[src/rtl/multich_interpolator.sv]
// N-channel integer-factor interpolator: zero-stuff, zero-order hold or linear.
// One shared burst FSM paces L output vectors per accepted input; each channel has its own datapath lane.

module multich_interpolator_lane #(
  parameter int DATA_W = 16,
  parameter int LOG2_L = 1
) (
  input  logic                     clk_i,
  input  logic                     rst_i,
  input  logic                     load_i,
  input  logic                     step_i,
  input  logic                     lin_i,
  input  logic                     hold_i,
  input  logic signed [DATA_W-1:0] din_i,
  output logic signed [DATA_W-1:0] dout_o
);
  localparam int AW = DATA_W + LOG2_L + 1;
  localparam int DW = DATA_W + 1;

  logic signed [DATA_W-1:0] cur_q, prev_q, dout_q, dout_d;
  logic signed [AW-1:0]     acc_q, acc_d;
  logic signed [DW-1:0]     diff;

  assign diff   = DW'(cur_q) - DW'(prev_q);
  assign dout_o = dout_q;

  // On load the old cur becomes prev, so the linear phase-0 output is the old cur.
  always_comb begin
    acc_d  = acc_q;
    dout_d = dout_q;
    if (load_i) begin
      acc_d  = AW'(cur_q) <<< LOG2_L;
      dout_d = lin_i ? cur_q : din_i;
    end else if (step_i) begin
      acc_d  = acc_q + AW'(diff);
      if (lin_i)       dout_d = DATA_W'(acc_d >>> LOG2_L);
      else if (hold_i) dout_d = cur_q;
      else             dout_d = '0;
    end
  end

  always_ff @(posedge clk_i) begin
    if (rst_i) begin
      cur_q  <= '0;
      prev_q <= '0;
      acc_q  <= '0;
      dout_q <= '0;
    end else begin
      acc_q  <= acc_d;
      dout_q <= dout_d;
      if (load_i) begin
        prev_q <= cur_q;
        cur_q  <= din_i;
      end
    end
  end
endmodule

module multich_interpolator #(
  parameter int DATA_W = 16,
  parameter int NUM_CH = 2,
  parameter int LOG2_L = 1,
  parameter int STRIDE = 1
) (
  input  logic                     clk_32M768,
  input  logic                     rst,
  input  logic [1:0]               mode,
  input  logic [NUM_CH*DATA_W-1:0] in_tdata,
  input  logic                     in_tvalid,
  output logic                     in_tready,
  output logic [NUM_CH*DATA_W-1:0] out_tdata,
  output logic                     out_tvalid,
  output logic [LOG2_L-1:0]        out_phase,
  output logic                     overrun,
  input  logic                     overrun_clr
);
  localparam logic [0:0] IDLE = 1'b0;
  localparam logic [0:0] EMIT = 1'b1;
  localparam int SW = (STRIDE > 1) ? $clog2(STRIDE) : 1;
  localparam logic [LOG2_L-1:0] KMAX = '1;
  localparam logic [SW-1:0]     SMAX = SW'(STRIDE - 1);

  logic [0:0]        state_q, state_d;
  logic [LOG2_L-1:0] k_q, k_d, phase_q, phase_d;
  logic [SW-1:0]     s_q, s_d;
  logic [1:0]        mode_q, mode_d, mode_eff;
  logic              vld_q, vld_d, ovr_q, ovr_d;
  logic              last, accept, step;

  // Ready in the final slot of a burst lets bursts chain with no gap.
  assign last      = (state_q == EMIT) && (k_q == KMAX) && (s_q == SMAX);
  assign in_tready = (state_q == IDLE) || last;
  assign accept    = in_tvalid && in_tready;
  assign step      = (state_q == EMIT) && (s_q == SMAX) && (k_q != KMAX);
  assign mode_eff  = accept ? mode : mode_q;

  always_comb begin
    state_d = state_q;
    k_d     = k_q;
    s_d     = s_q;
    mode_d  = mode_q;
    if (accept) begin
      state_d = EMIT;
      k_d     = '0;
      s_d     = '0;
      mode_d  = mode;
    end else if (state_q == EMIT) begin
      if (last) begin
        state_d = IDLE;
        k_d     = '0;
        s_d     = '0;
      end else if (s_q == SMAX) begin
        k_d = k_q + 1'b1;
        s_d = '0;
      end else begin
        s_d = s_q + 1'b1;
      end
    end
    vld_d   = accept || step;
    phase_d = accept ? '0 : (step ? k_q + 1'b1 : phase_q);
    ovr_d   = (in_tvalid && !in_tready) || (ovr_q && !overrun_clr);
  end

  always_ff @(posedge clk_32M768) begin
    if (rst) begin
      state_q <= IDLE;
      k_q     <= '0;
      s_q     <= '0;
      mode_q  <= '0;
      vld_q   <= 1'b0;
      phase_q <= '0;
      ovr_q   <= 1'b0;
    end else begin
      state_q <= state_d;
      k_q     <= k_d;
      s_q     <= s_d;
      mode_q  <= mode_d;
      vld_q   <= vld_d;
      phase_q <= phase_d;
      ovr_q   <= ovr_d;
    end
  end

  assign out_tvalid = vld_q;
  assign out_phase  = phase_q;
  assign overrun    = ovr_q;

  for (genvar ch = 0; ch < NUM_CH; ch++) begin : g_lane
    multich_interpolator_lane #(.DATA_W(DATA_W), .LOG2_L(LOG2_L)) u_lane (
      .clk_i  (clk_32M768),
      .rst_i  (rst),
      .load_i (accept),
      .step_i (step),
      .lin_i  (mode_eff == 2'd2),
      .hold_i (mode_eff == 2'd1),
      .din_i  (in_tdata[ch*DATA_W +: DATA_W]),
      .dout_o (out_tdata[ch*DATA_W +: DATA_W])
    );
  end
endmodule

[config.mk]
export PLATFORM = sky130hd
export DESIGN_NAME = multich_interpolator
export DESIGN_NICKNAME = d
export VERILOG_FILES = /design/src/rtl/multich_interpolator.sv
export SDC_FILE = /design/constraint.sdc
export NUM_CORES = 1
export LEC_CHECK = 0
export CAP_MARGIN = 40
export CORE_MARGIN = 2
export CORE_UTILIZATION = 64
export CTS_CLUSTER_SIZE = 12
export DETAILED_ROUTE_END_ITERATION = 7
export DONT_BUFFER_PORTS = 1
export GPL_TIMING_DRIVEN = 0
export HOLD_SLACK_MARGIN = 0.05
export PLACE_DENSITY = 0.9
export SYNTH_ARGS = -nofsm -noshare
export SYNTH_HDL_FRONTEND = slang
export SYNTH_HIERARCHICAL = 1
export SYNTH_SLANG_ARGS = --single-unit
[constraint.sdc]
create_clock -name clk_32M768 -period 3.5 [get_ports clk_32M768]
set_input_delay 0.875 -clock clk_32M768 [delete_from_list [all_inputs] [get_ports clk_32M768]]
set_output_delay 0.875 -clock clk_32M768 [all_outputs]
set_load 0.02 [all_outputs]
Yosys cells after proc, flatten, opt, wreduce, memory -nomap -nowiden
Cells that the tools add are included.

Register bits: 140. Input port bits: 38. Output and inout bits: 36.

Add/sub/neg operators: 6. Eq/ne operators: 3. Multiplexer cells: 22. Bitwise gates (word level): 3. Reduce and logical (&&, ||, !) cells: 15.

Operators with widths (count): 16-bit two-way mux (10); 18-bit two-way mux (4); 18-bit by 17-bit adder with 18-bit output (2); 16-bit by 16-bit subtractor with 17-bit output (2); 1-bit logical AND (7); 1-bit two-way mux (7); 1-bit logical OR (3); 1-bit inverter (3); 1-bit adder (second input constant) (2); 2-bit by 1-bit equality test with 1-bit output (second input constant) (1); 2-bit equality test (second input constant) (1); 1-bit logical NOT (2); 2-bit two-way mux (1); 2-bit by 1-bit != test with 1-bit output (second input constant) (1); 2-bit AND reduction (1); 2-bit nonzero test (1); 2-bit OR reduction (1).

Logic depth before layout (Yosys ltp)
Gate-level depths: netlist of run 1.

Depth in word-level cells: 10. Depth in mapped cells: 13. Depth with buffers taken out: 13.

Modules after synthesis
The synthesis of run 1 kept the hierarchy.

By module, submodules not included: multich_interpolator_lane (g_lane[1].u_lane) (times used 1, cells an instance 515, area an instance 4247.8 µm²); multich_interpolator_lane (g_lane[0].u_lane) (times used 1, cells an instance 511, area an instance 4229.1 µm²); multich_interpolator (times used 1, cells an instance 34, area an instance 324.1 µm²).

Worst setup path before layout of run 1
Ideal clock, no wire load.

Kind: reg2reg. Start: register g_lane[0].u_lane.cur_q[9]. End: register g_lane[0].u_lane.dout_q[14]. Library setup time: 0.091 ns. Arrival: 2.604 ns. Slack: 0.805 ns. Stages on the path, launching flop included: 12. Path buffers: 0. Period minus slack after synthesis: 2.695 ns. Path through: dfxtp_1 > inv_1 > fa_1 > inv_1 > ha_1 > and3_4 > a221oi_2 > o21ai_2 > and2_4 > o31ai_4 > xor2_1 > a311oi_1.

Word-level cells in the longest chain between the ends: 5.

Ends and longest elaborated chain: start, declared (RTL line 20) `logic signed [DATA_W-1:0] cur_q, prev_q, dout_q, dout_d;`; start signal, assigned (RTL line 53) `cur_q <= din_i;`; 16-bit by 16-bit subtractor with 17-bit output (RTL line 24) `assign diff = DW'(cur_q) - DW'(prev_q);`; 18-bit by 17-bit adder with 18-bit output (RTL line 35) `acc_d = acc_q + AW'(diff);`; 16-bit two-way mux (RTL line 36) `if (lin_i) dout_d = DATA_W'(acc_d >>> LOG2_L);`; 16-bit two-way mux (RTL line 34) `end else if (step_i) begin`; 16-bit two-way mux (RTL line 31) `if (load_i) begin`; end signal, assigned (RTL line 50) `dout_q <= dout_d;`; end, declared (RTL line 20).

No other way between the ends. The select of a mux whose other input is x is not followed. A chain may end at the register's enable or synchronous reset.

Worst setup path in the final report of run 1
Start: register state_q. End: register g_lane[0].u_lane.dout_q[13].

Word-level cells in the longest chain between the ends: 10. Elaborated cells on any way between the ends: 16.

Ends and longest elaborated chain: start, declared (RTL line 83) `logic [0:0] state_q, state_d;`; start signal, assigned (RTL line 134) `state_q <= state_d;`; 1-bit logical AND (2 in series) (RTL line 91) `assign last = (state_q == EMIT) && (k_q == KMAX) && (s_q == SMAX);`; 1-bit logical OR (*) (RTL line 92) `assign in_tready = (state_q == IDLE) || last;`; via in_tready (RTL line 70) `output logic in_tready,`; 1-bit logical AND (*) (RTL line 93) `assign accept = in_tvalid && in_tready;`; via accept (RTL line 88) `logic last, accept, step;`; 2-bit two-way mux (RTL line 95) `assign mode_eff = accept ? mode : mode_q;`; 2-bit by 1-bit equality test with 1-bit output (RTL line 155) `.hold_i (mode_eff == 2'd1),`; 16-bit two-way mux (RTL line 37) `else if (hold_i) dout_d = cur_q;`; 16-bit two-way mux (RTL line 36); 16-bit two-way mux (RTL line 34); 16-bit two-way mux (RTL line 31).

Mark *: on every way through the listed nets, which the timed path passes. The rest lies on a longest branch. The select of a mux whose other input is x is not followed.

==> metrics, run 1 <==
outcome completed; grt ovf 0; Crit Path Class reg -> reg; Horiz. Die Dim 121 µm; vias 8246; Seq pwr share 30.2%; Clock Root Buffer clkbuf_16; Starting DRT DRC Count 1205; switching part of the total power 37.5%; Reg-to-Reg End g_lane[0].u_lane/dout_o[13]$_SDFFE_PP0P_; max-slew violations 0; share of layout cells above drive strength 1 6.96%; WP data required 3810 ps; number of flops mapped to enable cells by yosys 0; Tmin final 3400 ps; number of gates resized after cts 0; fmax 294 MHz; Skew-Pair Late Insertion Delay 420 ps; max-capacitance violation count 0; initial cell density of the core 65.9%; Synth cell types 74; Leakage 3.95 nW; worst r2r src state_q$_SDFF_PP0_; cts bufs inserted 17; Yosys Warn Count 6; Worst Hold Depth 2; Critical Path Source Type register; post-synth top area cell dfxtp_1; Setup Fix Bufs, Post-CTS 0; Max Clock Skew 11.3 ps; maximum VDD drop 391 µV; core box area 13300 µm²; I/O pin count 74; die height 121 µm; H-tree levels 4; Worst Hold Class reg -> reg; hold path start mode_q[1]$_SDFF_PP0_; final wirelength 25.7 mm; Post-DP HPWL 17.7 mm; first-pass GRT wire length 40.2 mm; Detail Route Antenna Nets 0; Syn Area/Cell 8.30 µm²; relative slew slack 38.0%; R2R depth 11; DR WL/cell 20.2 µm; top cell type's share of synthesized area 31.2%; synthesized area 8800 µm²; Arr. time, crit path 3710 ps; die area 14700 µm²; Critical Path Sink Type register; most common cell after layout, fill and taps aside dfxtp_1; CTS tree yes; Synth Net Count 1166; Std-Cell Rows 42; P&R area growth vs syn 9.48%; top_reg_cell synth dfxtp_1; # hold bufs at CTS 0; final setup vio count 0; P_sw 0.00231 W; reg-to-reg slack, setup 100 ps; synthesized netlist cell count 1060; fin area 9640 µm²; Worst Setup SP state_q$_SDFF_PP0_; most frequent cells in the layout dfxtp_1 (137), inv_1 (134), nor2_1 (123); register area share after synthesis 31.2%; drt first pass iters 8; ant diodes 0; CTS sink count 137; Tcrit/Tclk final 97.2%; PwrDens 639 nW/µm²; number of synthesized register bits 137; Clock Power Share 31.1%; nets 1185; initial antenna violation count 0; dpl cell area 9020 µm²; clock slew at reported path FFs 60 ps; Worst Path Max Fanout 14; pin count of the biggest net entering global routing 17; Max Root-Sink Buffers 2; vias in the first global route 7942; Slew @ Worst Pin 923 ps; asr flop ratio synth 0%; DRC 0; routability cong. 0.943; Hold Path Sink mode_q[1]$_SDFF_PP0_; Comb pwr share 38.7%; PortBufs 0; Final Hold Viols 0; fin util 72.2%; RSZ-0062 raised after global routing no; Vias/cell 6.50; P_int 0.00384 W; main area contributors after synthesis dfxtp_1 (31%), mux2i_1 (9.4%), fa_1 (7.3%); gr usage total 35.3%
-- worst max-delay path by stage --
stage | end | slack (ps) | cells past startpoint
finish | g_lane[0].u_lane/dout_o[13]$_SDFFE_PP0P_ | 100 | 11
global route | g_lane[0].u_lane/dout_o[13]$_SDFFE_PP0P_ | 90 | 11
CTS | g_lane[0].u_lane/dout_o[12]$_SDFFE_PP0P_ | 270 | 11
detailed placement | g_lane[0].u_lane/dout_o[12]$_SDFFE_PP0P_ | -20 | 9
global placement | g_lane[0].u_lane/dout_o[13]$_SDFFE_PP0P_ | 30 | 9
floorplan | g_lane[0].u_lane/dout_o[14]$_SDFFE_PP0P_ | 810 | 11
-- power groups by stage --
stage,clock network [W],logic [W],registers (W)
2_1_floorplan,0,0.00181,0.00185
3_3_place_gp,0,0.00221,0.00188
3_5_place_dp,0,0.00227,0.00189
4_1_cts,0.00191,0.00231,0.00186
5_1_grt,0.00199,0.00258,0.00187
6_report,0.00191,0.00238,0.00186
-- cells in the mapped netlist, types with 11 or more instances --
master and number:
a21oi_1 113, fa_1 32, nor2_1 123, mux2i_1 83
nor3_1 11, a21o_1 12, xnor2_1 16, o21ai_0 29
ha_1 36, xor2_1 17, nand2_1 84, dfxtp_1 137
clkbuf_1 35, inv_1 134, a211oi_1 28
-- stage by stage --
step / total power [W] / setup TNS (ps) / instances / setup WS [ps] / hold WS [ps]
final: 0.00615 / 0 / 1268 / 99.5 / 468
after global routing: 0.00644 / 0 / 1268 / 86.7 / 508
after CTS: 0.00608 / 0 / 1268 / 268 / 468
after detailed placement: 0.00415 / -25.9 / 1236 / -21.3 / 460
after global placement: 0.00409 / 0 / 1236 / 28.9 / 453
after floorplan: 0.00366 / 0 / 1060 / 805 / 446
-- worst max-delay path, cell delays in order, from the launching register on --
cell and delay, ps:
dfxtp_1 380, nand2b_4 70, buf_8 150, clkinv_8 100
nor2_4 80, o21ai_1 740, clkbuf_1 410, clkbuf_1 640
a21oi_1 150, a21oi_1 170, a21oi_1 90, a311oi_1 320
-- routing by layer --
layer  vias to the layer above  GRT usage, %  routed length [µm]
met2                       635          53.1               11300
li1                       3666             -                   -
met3                       113          10.9                3510
met5                         -             0                   0
met4                         0          15.6                 974
met1                      3832          46.6                9910
-- registers in the layout (all words and copies together), names as in the netlist --
register,count
g_lane.u_lane/acc_q,34
g_lane.u_lane/cur_q,32
g_lane.u_lane/dout_o,32
g_lane.u_lane/prev_q,32
mode_q,2
k_q,1
out_phase,1
out_tvalid,1
overrun,1
state_q,1
-- logic make-up after synthesis --
logic type / Yosys count / synth area share, %
fa+ha+maj: 68 / 12.4
mux: 86 / 9.82
flops: 137 / 31.2
simple gates: 262 / 12.9
buf+inv: 195 / 8.91
xor+xnor: 33 / 3.28
compound gates: 279 / 21.5
-- cell type report --
type	count	area, µm²
Multi-Input combinational cell	728	5270
Fill cell	977	3710
Sequential cell	137	2740
Inverter	137	527
Clock buffer	24	472
Buffer	58	258
Tap cell	176	220
Clock inverter	8	143
(Power assumes the default switching activity.)
==> inputs of run 2 (changes only) <==
--- a/config.mk
+++ b/config.mk
@@ -5,15 +5,17 @@
 export SDC_FILE = /design/constraint.sdc
 export NUM_CORES = 1
 export LEC_CHECK = 0
+export ABC_AREA = 1
 export CAP_MARGIN = 40
+export CORE_ASPECT_RATIO = 0.5
 export CORE_MARGIN = 2
-export CORE_UTILIZATION = 64
+export CORE_UTILIZATION = 40
 export CTS_CLUSTER_SIZE = 12
 export DETAILED_ROUTE_END_ITERATION = 7
 export DONT_BUFFER_PORTS = 1
 export GPL_TIMING_DRIVEN = 0
 export HOLD_SLACK_MARGIN = 0.05
-export PLACE_DENSITY = 0.9
+export PLACE_DENSITY = 0.64
 export SYNTH_ARGS = -nofsm -noshare
 export SYNTH_HDL_FRONTEND = slang
 export SYNTH_HIERARCHICAL = 1
==> run 2 against run 1 <==
  * Combinational power rose by 18%
  * First-iteration DRC count fell by 36%
  * Critical endpoint is now g_lane[1].u_lane/dout_o[15]$_SDFFE_PP0P_
  * Die area rose by 62%
==> metrics, run 2 <==
Crit Path Class reg -> reg; share of layout cells above drive strength 1 8.08%; Horiz. Die Dim 216 µm; final wirelength 28.8 mm; GRT busiest layer met2; number of gates resized after cts 0; initial antenna violation count 0; pin count of the biggest net entering global routing 17; number of flops mapped to enable cells by yosys 0; core box area 21900 µm²; Most flops, register g_lane.u_lane/acc_q; drt first pass iters 5; Critical Path Sink Type register; commonest cells in the netlist nand2_1 (366), inv_1 (252), a21oi_1 (144); post-synthesis mux area share 0%; most frequent cells in the layout nand2_1 (366), inv_1 (252), a21oi_1 (144); top cell type's share of synthesized area 30.4%; total power 0.00666 W; vias in the first global route 8503; H-tree levels 4; R2R depth 14; XOR/XNOR Fraction of Synth Area 1.55%; main combinational cell family by area after synthesis simple AND/OR/NAND/NOR gates; DRC 0; clock slew at reported path FFs 60 ps; DR WL/cell 17.2 µm; Post-DP HPWL 21.1 mm; routability cong. 0.924; die height 110 µm; relative slew slack 47.4%; Arr. time, crit path 2880 ps; Setup Fix Bufs, Post-CTS 0; RSZ-0062 raised after global routing no; I/O pin count 74; Leakage 4.62 nW; Std-Cell Rows 38; asr flop ratio synth 0%; initial cell density of the core 41.2%; outcome completed; # hold bufs at CTS 0; max-slew violations 0; Vias/cell 5.21; Post-Synth Adder-Cell Area 12.1%; Clock Root Buffer clkbuf_16; grt ovf 0; Tmin final 2590 ps; max-capacitance violation count 0; Skew-Pair Late Insertion Delay 430 ps; most common cell after layout, fill and taps aside nand2_1; main area contributors after synthesis dfxtp_1 (30%), nand2_1 (15%), inv_1 (10%); WP data required 3790 ps; first-pass GRT wire length 44.6 mm; post-synth top area cell dfxtp_1; Synth Area in Compound Gates 18.8%; cts bufs inserted 17; Worst Path Max Fanout 5; GR Layer Usage met3 5.84%; Yosys Warn Count 6; fmax 386 MHz; Starting DRT DRC Count 768; max FFs per register 34; final setup vio count 0; top_reg_cell synth dfxtp_1; met2 Usage GRT 41.7%; maximum VDD drop 262 µV; PwrDens 665 nW/µm²; die area 23800 µm²; gr usage total 24.7%; Tcrit/Tclk final 74.1%; number of synthesized register bits 137; PortBufs 0; Post-Synth Simple-Gate Area 23.0%; Worst Hold Depth 2; synthesized area 9010 µm²; nets 1468; Syn Area/Cell 6.71 µm²; most frequent cell after synthesis nand2_1; Worst Hold Class reg -> reg; Critical Path Source Type register; vias 8718; synthesized netlist cell count 1343; CTS tree yes; P&R area growth vs syn 11.1%; Max Root-Sink Buffers 2; Slew @ Worst Pin 789 ps; register area share after synthesis 30.4%; Detail Route Antenna Nets 0; Synth cell types 39; Max Clock Skew 6.02 ps; CTS sink count 137; ant diodes 0; Synth Net Count 1449; Final Hold Viols 0; setup_tns 0 ps; GR Util met1 30.1%
## run 2: cell types whose count changed in the layout (fill, tap and decap cells not counted), moves of 14 or more
cell	delta
a21oi_1	+31
mux2i_1	-83
a211oi_1	-23
a31oi_1	+15
clkbuf_1	-20
nand2_1	+282
inv_1	+118
buf_2	+18
o21ai_0	+52
nor2_1	-72
nand2_2	+14
nand3_1	+41
## run 2: path summary, 6_finish.rpt
check	startpoint	endpoint	slack, ps
setup / recovery	g_lane[1].u_lane/cur_q[11]$_SDFFE_PP0P_	g_lane[1].u_lane/dout_o[15]$_SDFFE_PP0P_	910
hold / removal	g_lane[1].u_lane/prev_q[0]$_SDFFE_PP0P_	g_lane[1].u_lane/prev_q[0]$_SDFFE_PP0P_	470
setup reg to reg	g_lane[1].u_lane/cur_q[11]$_SDFFE_PP0P_	g_lane[1].u_lane/dout_o[15]$_SDFFE_PP0P_	910
hold reg to reg	g_lane[1].u_lane/prev_q[0]$_SDFFE_PP0P_	g_lane[1].u_lane/prev_q[0]$_SDFFE_PP0P_	470
## run 2: final cells by class
cell class / count / area, µm²
well taps: 300 / 375
clock inverters: 12 / 174
inverters: 258 / 968
plain buffers: 56 / 298
flip-flops and latches: 137 / 2740
multi-input cells: 892 / 5000
clock buffers: 19 / 453
fillers: 2237 / 11900
## run 2: through the flow
step	utilization [%]	worst slack, ps	area, µm²	instances	hold slack [ps]
6_report	45.8	906	10000	1674	474
5_1_grt	45.8	742	10000	1674	488
4_1_cts	45.8	945	10000	1674	475
3_5_place_dp	42.9	742	9390	1643	467
3_3_place_gp	42.9	751	9390	1643	456
2_1_floorplan	-	1290	9010	1343	439
## run 2: power breakdown
group / internal (W) / leakage (nW) / switching [W]
sequential: 0.00172 / 1.12 / 0.000170
clock: 0.00122 / 0.297 / 0.000739
combinational: 0.000922 / 3.19 / 0.00189
total: 0.00386 / 4.62 / 0.00280
## run 2: cells by family after synthesis
family	count (synthesis)
buf+inv	314
xor+xnor	16
compound gates	305
flops	137
fa+ha+maj	68
simple gates	503
## run 2: per-layer routing
layer,vias up,share of wire [%]
li1,4269,-
met1,4051,43
met2,327,45
met3,71,7.5
met4,0,4.0
met5,-,0
## run 2: critical path, cell delays in order, from the launching register on
cell and delay (ps):
dfxtp_1 360, inv_1 130, fa_1 560, inv_1 50
ha_1 350, nand2_2 120, inv_2 40, nand2_1 50
nand2_1 60, a21oi_1 330, nand2_1 110, nand2_1 90
nand3_1 60, nand2_1 80, a21oi_2 50
